$ cat src/rtl/pipeline_pkg.sv
// Shared constants for the 5-stage pipeline hazard controller: forwarding
// select encodings and the register-index width helper.
package pipeline_pkg;

   localparam logic [1:0] FWD_RF  = 2'b00;
   localparam logic [1:0] FWD_WB  = 2'b01;
   localparam logic [1:0] FWD_MEM = 2'b10;

   // Never returns 0 so a degenerate NREG still gives a legal vector width.
   function automatic int calc_aw(input int nreg);
      return (nreg > 1) ? $clog2(nreg) : 1;
   endfunction

endpackage

$ cat src/rtl/pipeline_hazard_ctrl_if.sv
// Signal bundle between the CPU datapath (master) and the hazard controller
// (slave): register indices, write qualifiers, stall/flush/forward controls.
interface pipeline_hazard_ctrl_if #(
   parameter int NREG  = 32,
   parameter int CNT_W = 32
);
   import pipeline_pkg::*;

   localparam int AW = calc_aw(NREG);

   logic [AW-1:0]    id_rs1;
   logic [AW-1:0]    id_rs2;
   logic             id_use_rs1;
   logic             id_use_rs2;
   logic [AW-1:0]    ex_rs1;
   logic [AW-1:0]    ex_rs2;
   logic [AW-1:0]    idex_rd;
   logic [AW-1:0]    exmem_rd;
   logic [AW-1:0]    memwb_rd;
   logic             idex_regwrite;
   logic             exmem_regwrite;
   logic             memwb_regwrite;
   logic             idex_memread;
   logic             mem_pcsrc;

   logic             pc_en;
   logic             ifid_en;
   logic             idex_bubble;
   logic             flush;
   logic [1:0]       fwd_a;
   logic [1:0]       fwd_b;
   logic             v_ifid;
   logic             v_idex;
   logic             v_exmem;
   logic             v_memwb;
   logic [CNT_W-1:0] cyc_cnt;
   logic [CNT_W-1:0] stall_cnt;
   logic [CNT_W-1:0] flush_cnt;
   logic [CNT_W-1:0] ret_cnt;

   modport master (
      output id_rs1, id_rs2, id_use_rs1, id_use_rs2, ex_rs1, ex_rs2,
             idex_rd, exmem_rd, memwb_rd,
             idex_regwrite, exmem_regwrite, memwb_regwrite,
             idex_memread, mem_pcsrc,
      input  pc_en, ifid_en, idex_bubble, flush, fwd_a, fwd_b,
             v_ifid, v_idex, v_exmem, v_memwb,
             cyc_cnt, stall_cnt, flush_cnt, ret_cnt
   );

   modport slave (
      input  id_rs1, id_rs2, id_use_rs1, id_use_rs2, ex_rs1, ex_rs2,
             idex_rd, exmem_rd, memwb_rd,
             idex_regwrite, exmem_regwrite, memwb_regwrite,
             idex_memread, mem_pcsrc,
      output pc_en, ifid_en, idex_bubble, flush, fwd_a, fwd_b,
             v_ifid, v_idex, v_exmem, v_memwb,
             cyc_cnt, stall_cnt, flush_cnt, ret_cnt
   );

endinterface

$ cat src/rtl/pipeline_hazard_ctrl_perf_cnt.sv
// Free-running performance counters (cycles, stalls, flushes, retirements);
// only instantiated when PIPE_PERF_CNT_EN is defined. All counters wrap.
module hazard_perf_cnt #(
   parameter int CNT_W = 32
) (
   input  logic             clk,
   input  logic             reset,
   input  logic             inc_stall,
   input  logic             inc_flush,
   input  logic             inc_ret,
   output logic [CNT_W-1:0] cyc_cnt,
   output logic [CNT_W-1:0] stall_cnt,
   output logic [CNT_W-1:0] flush_cnt,
   output logic [CNT_W-1:0] ret_cnt
);

   always_ff @(posedge clk or posedge reset) begin
      if (reset) begin
         cyc_cnt   <= '0;
         stall_cnt <= '0;
         flush_cnt <= '0;
         ret_cnt   <= '0;
      end else begin
         cyc_cnt   <= cyc_cnt   + CNT_W'(1);
         stall_cnt <= stall_cnt + CNT_W'(inc_stall);
         flush_cnt <= flush_cnt + CNT_W'(inc_flush);
         ret_cnt   <= ret_cnt   + CNT_W'(inc_ret);
      end
   end

endmodule

$ cat src/rtl/pipeline_hazard_ctrl.sv
// Hazard, forwarding and stage-valid controller for the IF/ID/EX/MEM/WB pipeline.
// Define PIPE_PERF_CNT_EN to build the performance counters; otherwise they read 0.
module pipeline_hazard_ctrl
   import pipeline_pkg::*;
#(
   parameter int NREG  = 32,
   parameter int CNT_W = 32
) (
   input  logic                  clk,
   input  logic                  reset,
   pipeline_hazard_ctrl_if.slave hz
);

   localparam int AW = calc_aw(NREG);

   logic v_ifid;
   logic v_idex;
   logic v_exmem;
   logic v_memwb;
   logic wr_mem;
   logic wr_wb;
   logic br;
   logic lu;

   assign wr_mem = v_exmem && hz.exmem_regwrite && (hz.exmem_rd != '0);
   assign wr_wb  = v_memwb && hz.memwb_regwrite && (hz.memwb_rd != '0);

   assign br = hz.mem_pcsrc && v_exmem;
   assign lu = v_idex && hz.idex_memread && (hz.idex_rd != '0) && v_ifid &&
               ((hz.id_use_rs1 && (hz.id_rs1 == hz.idex_rd)) ||
                (hz.id_use_rs2 && (hz.id_rs2 == hz.idex_rd)));

   // A taken branch overrides the load-use stall: the stalled instruction is squashed anyway.
   assign hz.flush       = br;
   assign hz.idex_bubble = lu && !br;
   assign hz.pc_en       = !(lu && !br);
   assign hz.ifid_en     = !(lu && !br);

   function automatic logic [1:0] fwd_sel(input logic [AW-1:0] rs,
                                          input logic          ex_valid,
                                          input logic          mem_wr,
                                          input logic [AW-1:0] mem_rd,
                                          input logic          wb_wr,
                                          input logic [AW-1:0] wb_rd);
      logic [1:0] sel;
      sel = FWD_RF;
      if (ex_valid && (rs != '0)) begin
         if (mem_wr && (mem_rd == rs))
            sel = FWD_MEM;
         else if (wb_wr && (wb_rd == rs))
            sel = FWD_WB;
      end
      return sel;
   endfunction

   assign hz.fwd_a = fwd_sel(hz.ex_rs1, v_idex, wr_mem, hz.exmem_rd, wr_wb, hz.memwb_rd);
   assign hz.fwd_b = fwd_sel(hz.ex_rs2, v_idex, wr_mem, hz.exmem_rd, wr_wb, hz.memwb_rd);

   always_ff @(posedge clk or posedge reset) begin
      if (reset) begin
         v_ifid  <= 1'b0;
         v_idex  <= 1'b0;
         v_exmem <= 1'b0;
         v_memwb <= 1'b0;
      end else begin
         v_ifid  <= br ? 1'b0 : (lu ? v_ifid : 1'b1);
         v_idex  <= (br || lu) ? 1'b0 : v_ifid;
         v_exmem <= br ? 1'b0 : v_idex;
         v_memwb <= v_exmem;
      end
   end

   assign hz.v_ifid  = v_ifid;
   assign hz.v_idex  = v_idex;
   assign hz.v_exmem = v_exmem;
   assign hz.v_memwb = v_memwb;

`ifdef PIPE_PERF_CNT_EN
   hazard_perf_cnt #(
      .CNT_W (CNT_W)
   ) u_perf_cnt (
      .clk       (clk),
      .reset     (reset),
      .inc_stall (lu && !br),
      .inc_flush (br),
      .inc_ret   (v_memwb),
      .cyc_cnt   (hz.cyc_cnt),
      .stall_cnt (hz.stall_cnt),
      .flush_cnt (hz.flush_cnt),
      .ret_cnt   (hz.ret_cnt)
   );
`else
   assign hz.cyc_cnt   = {CNT_W{1'b0}};
   assign hz.stall_cnt = {CNT_W{1'b0}};
   assign hz.flush_cnt = {CNT_W{1'b0}};
   assign hz.ret_cnt   = {CNT_W{1'b0}};
`endif

endmodule

$ cat src/flat_wrapper.sv
// flat-port wrapper written by rule: the top's interface ports become plain ports
module pipeline_hazard_ctrl_flat import pipeline_pkg::*;
#(
   parameter int NREG  = 32,
   parameter int CNT_W = 32
)
  (clk, reset, hz_id_rs1, hz_id_rs2, hz_id_use_rs1, hz_id_use_rs2, hz_ex_rs1, hz_ex_rs2, hz_idex_rd, hz_exmem_rd, hz_memwb_rd, hz_idex_regwrite, hz_exmem_regwrite, hz_memwb_regwrite, hz_idex_memread, hz_mem_pcsrc, hz_pc_en, hz_ifid_en, hz_idex_bubble, hz_flush, hz_fwd_a, hz_fwd_b, hz_v_ifid, hz_v_idex, hz_v_exmem, hz_v_memwb, hz_cyc_cnt, hz_stall_cnt, hz_flush_cnt, hz_ret_cnt);
  pipeline_hazard_ctrl_if #(.NREG(NREG), .CNT_W(CNT_W)) hz_i ();
  input  logic clk;
  input  logic reset;
  input wire logic [$bits(hz_i.id_rs1)-1:0] hz_id_rs1;
  input wire logic [$bits(hz_i.id_rs2)-1:0] hz_id_rs2;
  input wire logic [$bits(hz_i.id_use_rs1)-1:0] hz_id_use_rs1;
  input wire logic [$bits(hz_i.id_use_rs2)-1:0] hz_id_use_rs2;
  input wire logic [$bits(hz_i.ex_rs1)-1:0] hz_ex_rs1;
  input wire logic [$bits(hz_i.ex_rs2)-1:0] hz_ex_rs2;
  input wire logic [$bits(hz_i.idex_rd)-1:0] hz_idex_rd;
  input wire logic [$bits(hz_i.exmem_rd)-1:0] hz_exmem_rd;
  input wire logic [$bits(hz_i.memwb_rd)-1:0] hz_memwb_rd;
  input wire logic [$bits(hz_i.idex_regwrite)-1:0] hz_idex_regwrite;
  input wire logic [$bits(hz_i.exmem_regwrite)-1:0] hz_exmem_regwrite;
  input wire logic [$bits(hz_i.memwb_regwrite)-1:0] hz_memwb_regwrite;
  input wire logic [$bits(hz_i.idex_memread)-1:0] hz_idex_memread;
  input wire logic [$bits(hz_i.mem_pcsrc)-1:0] hz_mem_pcsrc;
  output wire logic [$bits(hz_i.pc_en)-1:0] hz_pc_en;
  output wire logic [$bits(hz_i.ifid_en)-1:0] hz_ifid_en;
  output wire logic [$bits(hz_i.idex_bubble)-1:0] hz_idex_bubble;
  output wire logic [$bits(hz_i.flush)-1:0] hz_flush;
  output wire logic [$bits(hz_i.fwd_a)-1:0] hz_fwd_a;
  output wire logic [$bits(hz_i.fwd_b)-1:0] hz_fwd_b;
  output wire logic [$bits(hz_i.v_ifid)-1:0] hz_v_ifid;
  output wire logic [$bits(hz_i.v_idex)-1:0] hz_v_idex;
  output wire logic [$bits(hz_i.v_exmem)-1:0] hz_v_exmem;
  output wire logic [$bits(hz_i.v_memwb)-1:0] hz_v_memwb;
  output wire logic [$bits(hz_i.cyc_cnt)-1:0] hz_cyc_cnt;
  output wire logic [$bits(hz_i.stall_cnt)-1:0] hz_stall_cnt;
  output wire logic [$bits(hz_i.flush_cnt)-1:0] hz_flush_cnt;
  output wire logic [$bits(hz_i.ret_cnt)-1:0] hz_ret_cnt;
  assign hz_i.id_rs1 = hz_id_rs1;
  assign hz_i.id_rs2 = hz_id_rs2;
  assign hz_i.id_use_rs1 = hz_id_use_rs1;
  assign hz_i.id_use_rs2 = hz_id_use_rs2;
  assign hz_i.ex_rs1 = hz_ex_rs1;
  assign hz_i.ex_rs2 = hz_ex_rs2;
  assign hz_i.idex_rd = hz_idex_rd;
  assign hz_i.exmem_rd = hz_exmem_rd;
  assign hz_i.memwb_rd = hz_memwb_rd;
  assign hz_i.idex_regwrite = hz_idex_regwrite;
  assign hz_i.exmem_regwrite = hz_exmem_regwrite;
  assign hz_i.memwb_regwrite = hz_memwb_regwrite;
  assign hz_i.idex_memread = hz_idex_memread;
  assign hz_i.mem_pcsrc = hz_mem_pcsrc;
  assign hz_pc_en = hz_i.pc_en;
  assign hz_ifid_en = hz_i.ifid_en;
  assign hz_idex_bubble = hz_i.idex_bubble;
  assign hz_flush = hz_i.flush;
  assign hz_fwd_a = hz_i.fwd_a;
  assign hz_fwd_b = hz_i.fwd_b;
  assign hz_v_ifid = hz_i.v_ifid;
  assign hz_v_idex = hz_i.v_idex;
  assign hz_v_exmem = hz_i.v_exmem;
  assign hz_v_memwb = hz_i.v_memwb;
  assign hz_cyc_cnt = hz_i.cyc_cnt;
  assign hz_stall_cnt = hz_i.stall_cnt;
  assign hz_flush_cnt = hz_i.flush_cnt;
  assign hz_ret_cnt = hz_i.ret_cnt;
  pipeline_hazard_ctrl #(.NREG(NREG), .CNT_W(CNT_W)) u_core (.clk(clk), .reset(reset), .hz(hz_i));
endmodule
$ cat config.mk
export PLATFORM = sky130hd
export DESIGN_NAME = pipeline_hazard_ctrl_flat
export DESIGN_NICKNAME = d
export VERILOG_FILES = /design/src/rtl/pipeline_pkg.sv /design/src/rtl/pipeline_hazard_ctrl_if.sv /design/src/rtl/pipeline_hazard_ctrl_perf_cnt.sv /design/src/rtl/pipeline_hazard_ctrl.sv /design/src/flat_wrapper.sv
export SDC_FILE = /design/constraint.sdc
export NUM_CORES = 1
export LEC_CHECK = 0
export BUFFER_PORTS_ARGS = -buffer_cell sky130_fd_sc_hd__buf_4
export CAP_MARGIN = 20
export CORE_AREA = 2 2 70 72
export DETAILED_ROUTE_END_ITERATION = 16
export DIE_AREA = 0 0 72 74
export GPL_ROUTABILITY_DRIVEN = 0
export GPL_TIMING_DRIVEN = 1
export PLACE_DENSITY = 0.84
export SLEW_MARGIN = 20
export SYNTH_ARGS = -nofsm -noshare
export SYNTH_HDL_FRONTEND = slang
export SYNTH_SLANG_ARGS = --single-unit
$ cat constraint.sdc
create_clock -name clk -period 1.5 [get_ports clk]
set_input_delay 0.075 -clock clk [delete_from_list [all_inputs] [get_ports clk]]
set_output_delay 0.075 -clock clk [all_outputs]
set_load 0.02 [all_outputs]
==> impl_results.md <==
- Initial antenna violation count: 0
- Flop pwr share: approximately 17%
- DRT iter0 DRCs: 6
- Synth cell types: 22
- Failing checks: negative setup slack
- Share of layout cells above drive strength 1: about a quarter
- Mean Syn Cell Area: roughly 7.7 sq um
- Final Power: ~1.1 mW
- Register area share after synthesis: 6.45%
- WHS: 201 ps
- EDFF count, synth: 0
- Seq cells post-synth: 4
- Core Rows: 25
- Internal Dissipation: approximately 0.54 mW
- First-pass GRT wire length: 4040 microns
- Lkg Pwr: between 0.9 and 1 nW
- Async set-reset flop share out of synthesis: 100%
- I/O Pins: 184
- Maximum clock rate: 0.660 GHz
- Synth Warn #: 0
- Diodes inserted: 0
- Setup TNS: -27.2 ps
- Synth cell count leaders: buf_4 (129), xnor2_1 (20), xor2_1 (10), nand3_1 (6)
- Hold Path Stages: 3
- Max Root-Sink Buffers: 2
- Largest area contributor in the netlist: buf_4
- Gate power share: around 64%
- Routed WL: 3190 microns
- Psw: 0.605 mW
- Critical path arrival: around 1400 ps
- Crit end category: output port
- Final Max Tran Viols: 0
- Reg clk slew, reported paths: 30 ps
- Root Driver: clkbuf_8
- Ys flop type: dfrtp_1
- Worst vdd ir: 0.425 mV
- RSZ-0062 raised after global routing: true
- Clock Sinks: 4
- Pre-antenna DRT Iters: 4
- Layout area overhead: 8.39%
- Reg2reg path depth: 5
- CTS buffer count: 3
- Area of the core: between 4000 and 5000 sq um
- Routed vias: about 1,100
- Crit path kind: in2out
- Final clock skew: ~0.06 ps
- Layout Nets: approximately 310
- HPWL Detailed: ~2800 microns
- R2r setup slk: about 470 ps
- Startpoint types: input pin
- Final Hold Vio Count: 0
- Maxcap violations: 0
- Htree depth: 1
- Syn Inst Count: roughly 200
- Post-CTS Setup Bufs: 0
- Vias in the first global route: 885
- Crit path time final: 1520 ps
- R2r endpoint: u_core.hz.v_idex
- WP data required: between 1000 and 1500 ps
- Port Buffer Count: 54
- Outcome: finished with violations
- Die area: 5330 sq um
- Sw Share: between 50% and 60%
- Power density cells: between 600 and 700 nW/um^2
- GRT Overall Usage: 10.3%
- Hold EP: u_core.hz.v_ifid
- DIE HEIGHT: around 74 microns
- Routed wire per std cell: a little over 10 microns
- Hold Path Origin: hz_mem_pcsrc
- GRT Residual Overflow: 0
- Fin crit share: 101%
- Synth top area cells: buf_4 (62%), xnor2_1 (11%), dfrtp_1 (6.5%), xor2_1 (5.6%), nand3_1 (1.9%)
- Final WS setup: -15.0 ps
- DRC violations left: 0
- Endpoints failing setup: 2
- Number of vias per cell: 3.59
- Clock share of power: 19.4%
- Final ANT Viol Nets: 0
- Mapped Area: 1550 sq um
- Die width: 72 microns
- CTS tree: built
- Reg2reg start: u_core.hz.v_exmem
- Skew-Pair Late Insertion Delay: roughly 210 ps
- Largest net degree at the start of global routing: 7
- Area share of the largest cell type after synthesis: 62.4%
- Count leader, synth: buf_4
- Hold crit path type: in2reg
- Starting Density: approximately a third
- Crit path max fanout: 2
[power groups by stage]
| stage | clock network, mW | logic [mW] | registers (mW) |
|---|---|---|---|
| after CTS | 0.230 | 0.715 | 0.190 |
| after global placement | 0 | 0.691 | 0.190 |
| final | 0.222 | 0.734 | 0.189 |
| after floorplan | 0 | 0.678 | 0.212 |
| after detailed placement | 0 | 0.702 | 0.187 |
| after global routing | 0.241 | 0.790 | 0.197 |
[worst max-delay path by stage]
stage	startpoint	endpoint	slack, ps	depth (start not counted)
finish	hz_exmem_rd[1]	hz_fwd_b[0]	-20	6
detailed placement	hz_exmem_rd[1]	hz_fwd_b[0]	-90	6
global placement	hz_exmem_rd[1]	hz_fwd_b[0]	-10	6
global route	hz_exmem_rd[1]	hz_fwd_a[0]	-40	6
floorplan	hz_exmem_rd[1]	hz_fwd_b[0]	70	4
CTS	u_core.hz.v_exmem	hz_fwd_b[1]	-10	4
[routing by layer]
metal,GRT usage [%],routed length (microns),vias to the layer above
li1,-,-,507
met1,8.57,872,513
met2,21.6,1840,103
met3,2.03,392,8
met4,7.13,93,0
met5,0,0,-
[sequential cells by signal, indices dropped and copies added (netlist names)]
name and count:
u_core.hz.v_ifid 1, u_core.hz.v_memwb 1, u_core.hz.v_idex 1, u_core.hz.v_exmem 1
[critical path, stage by stage]
cell and delay [ps]:
buf_6 100, or4_4 540, o211ai_4 270, nor4_4 90, nor4_2 180, buf_4 190
[cell usage in the layout, fill, tap and decap left out, drive strengths merged]
cell,n
conb,128
buf,58
xnor2,20
xor2,10
nand3,6
or4,4
dfrtp,4
nor4,4
nand2,3
nor3,3
clkbuf,3
and2,2
nand4,2
a21oi,2
o21ai,2
inv,2
o211ai,2
o22ai,1
nor2,1
and3,1
o211a,1
nor2b,1
dlygate4sd3,1
[final cells by class]
cell class                 count  area [sq um]
multi-input combinational    193          1010
clock buffer                   3          41.3
timing repair buffer          59           457
inverter                       2          7.51
fill                         499          2920
sequential                     4           101
tap                           54          67.6
[stage by stage]
step | worst slack, ps | cell area (sq um) | cells | utilization [%]
6_report | -15.0 | 1680 | 315 | 36.6
5_1_grt | -42.5 | 1680 | 315 | 36.6
4_1_cts | -14.9 | 1650 | 315 | 35.9
3_5_place_dp | -87.6 | 1580 | 311 | 34.3
3_3_place_gp | -10.1 | 1580 | 311 | 34.3
2_1_floorplan | 73.7 | 2040 | 328 | -
[cells by family after synthesis]
logic type / after synthesis / synth area share (%)
other cells: 1 / 0.242
simple gates: 27 / 9.84
buf+inv: 131 / 62.9
flops: 4 / 6.45
compound gates: 8 / 3.63
xor+xnor: 30 / 16.9
[repair_timing]
item | 4_1_cts | 5_1_grt
setup endpoints to repair | 4 | 6
hold buffers | 1 | 0
hold endpoints to repair | 4 | 0
gates cloned | 0 | 0
pin swaps | 4 | 2
gates resized for setup | 4 | 7
Note: power is estimated with default switching activity, not from simulation.
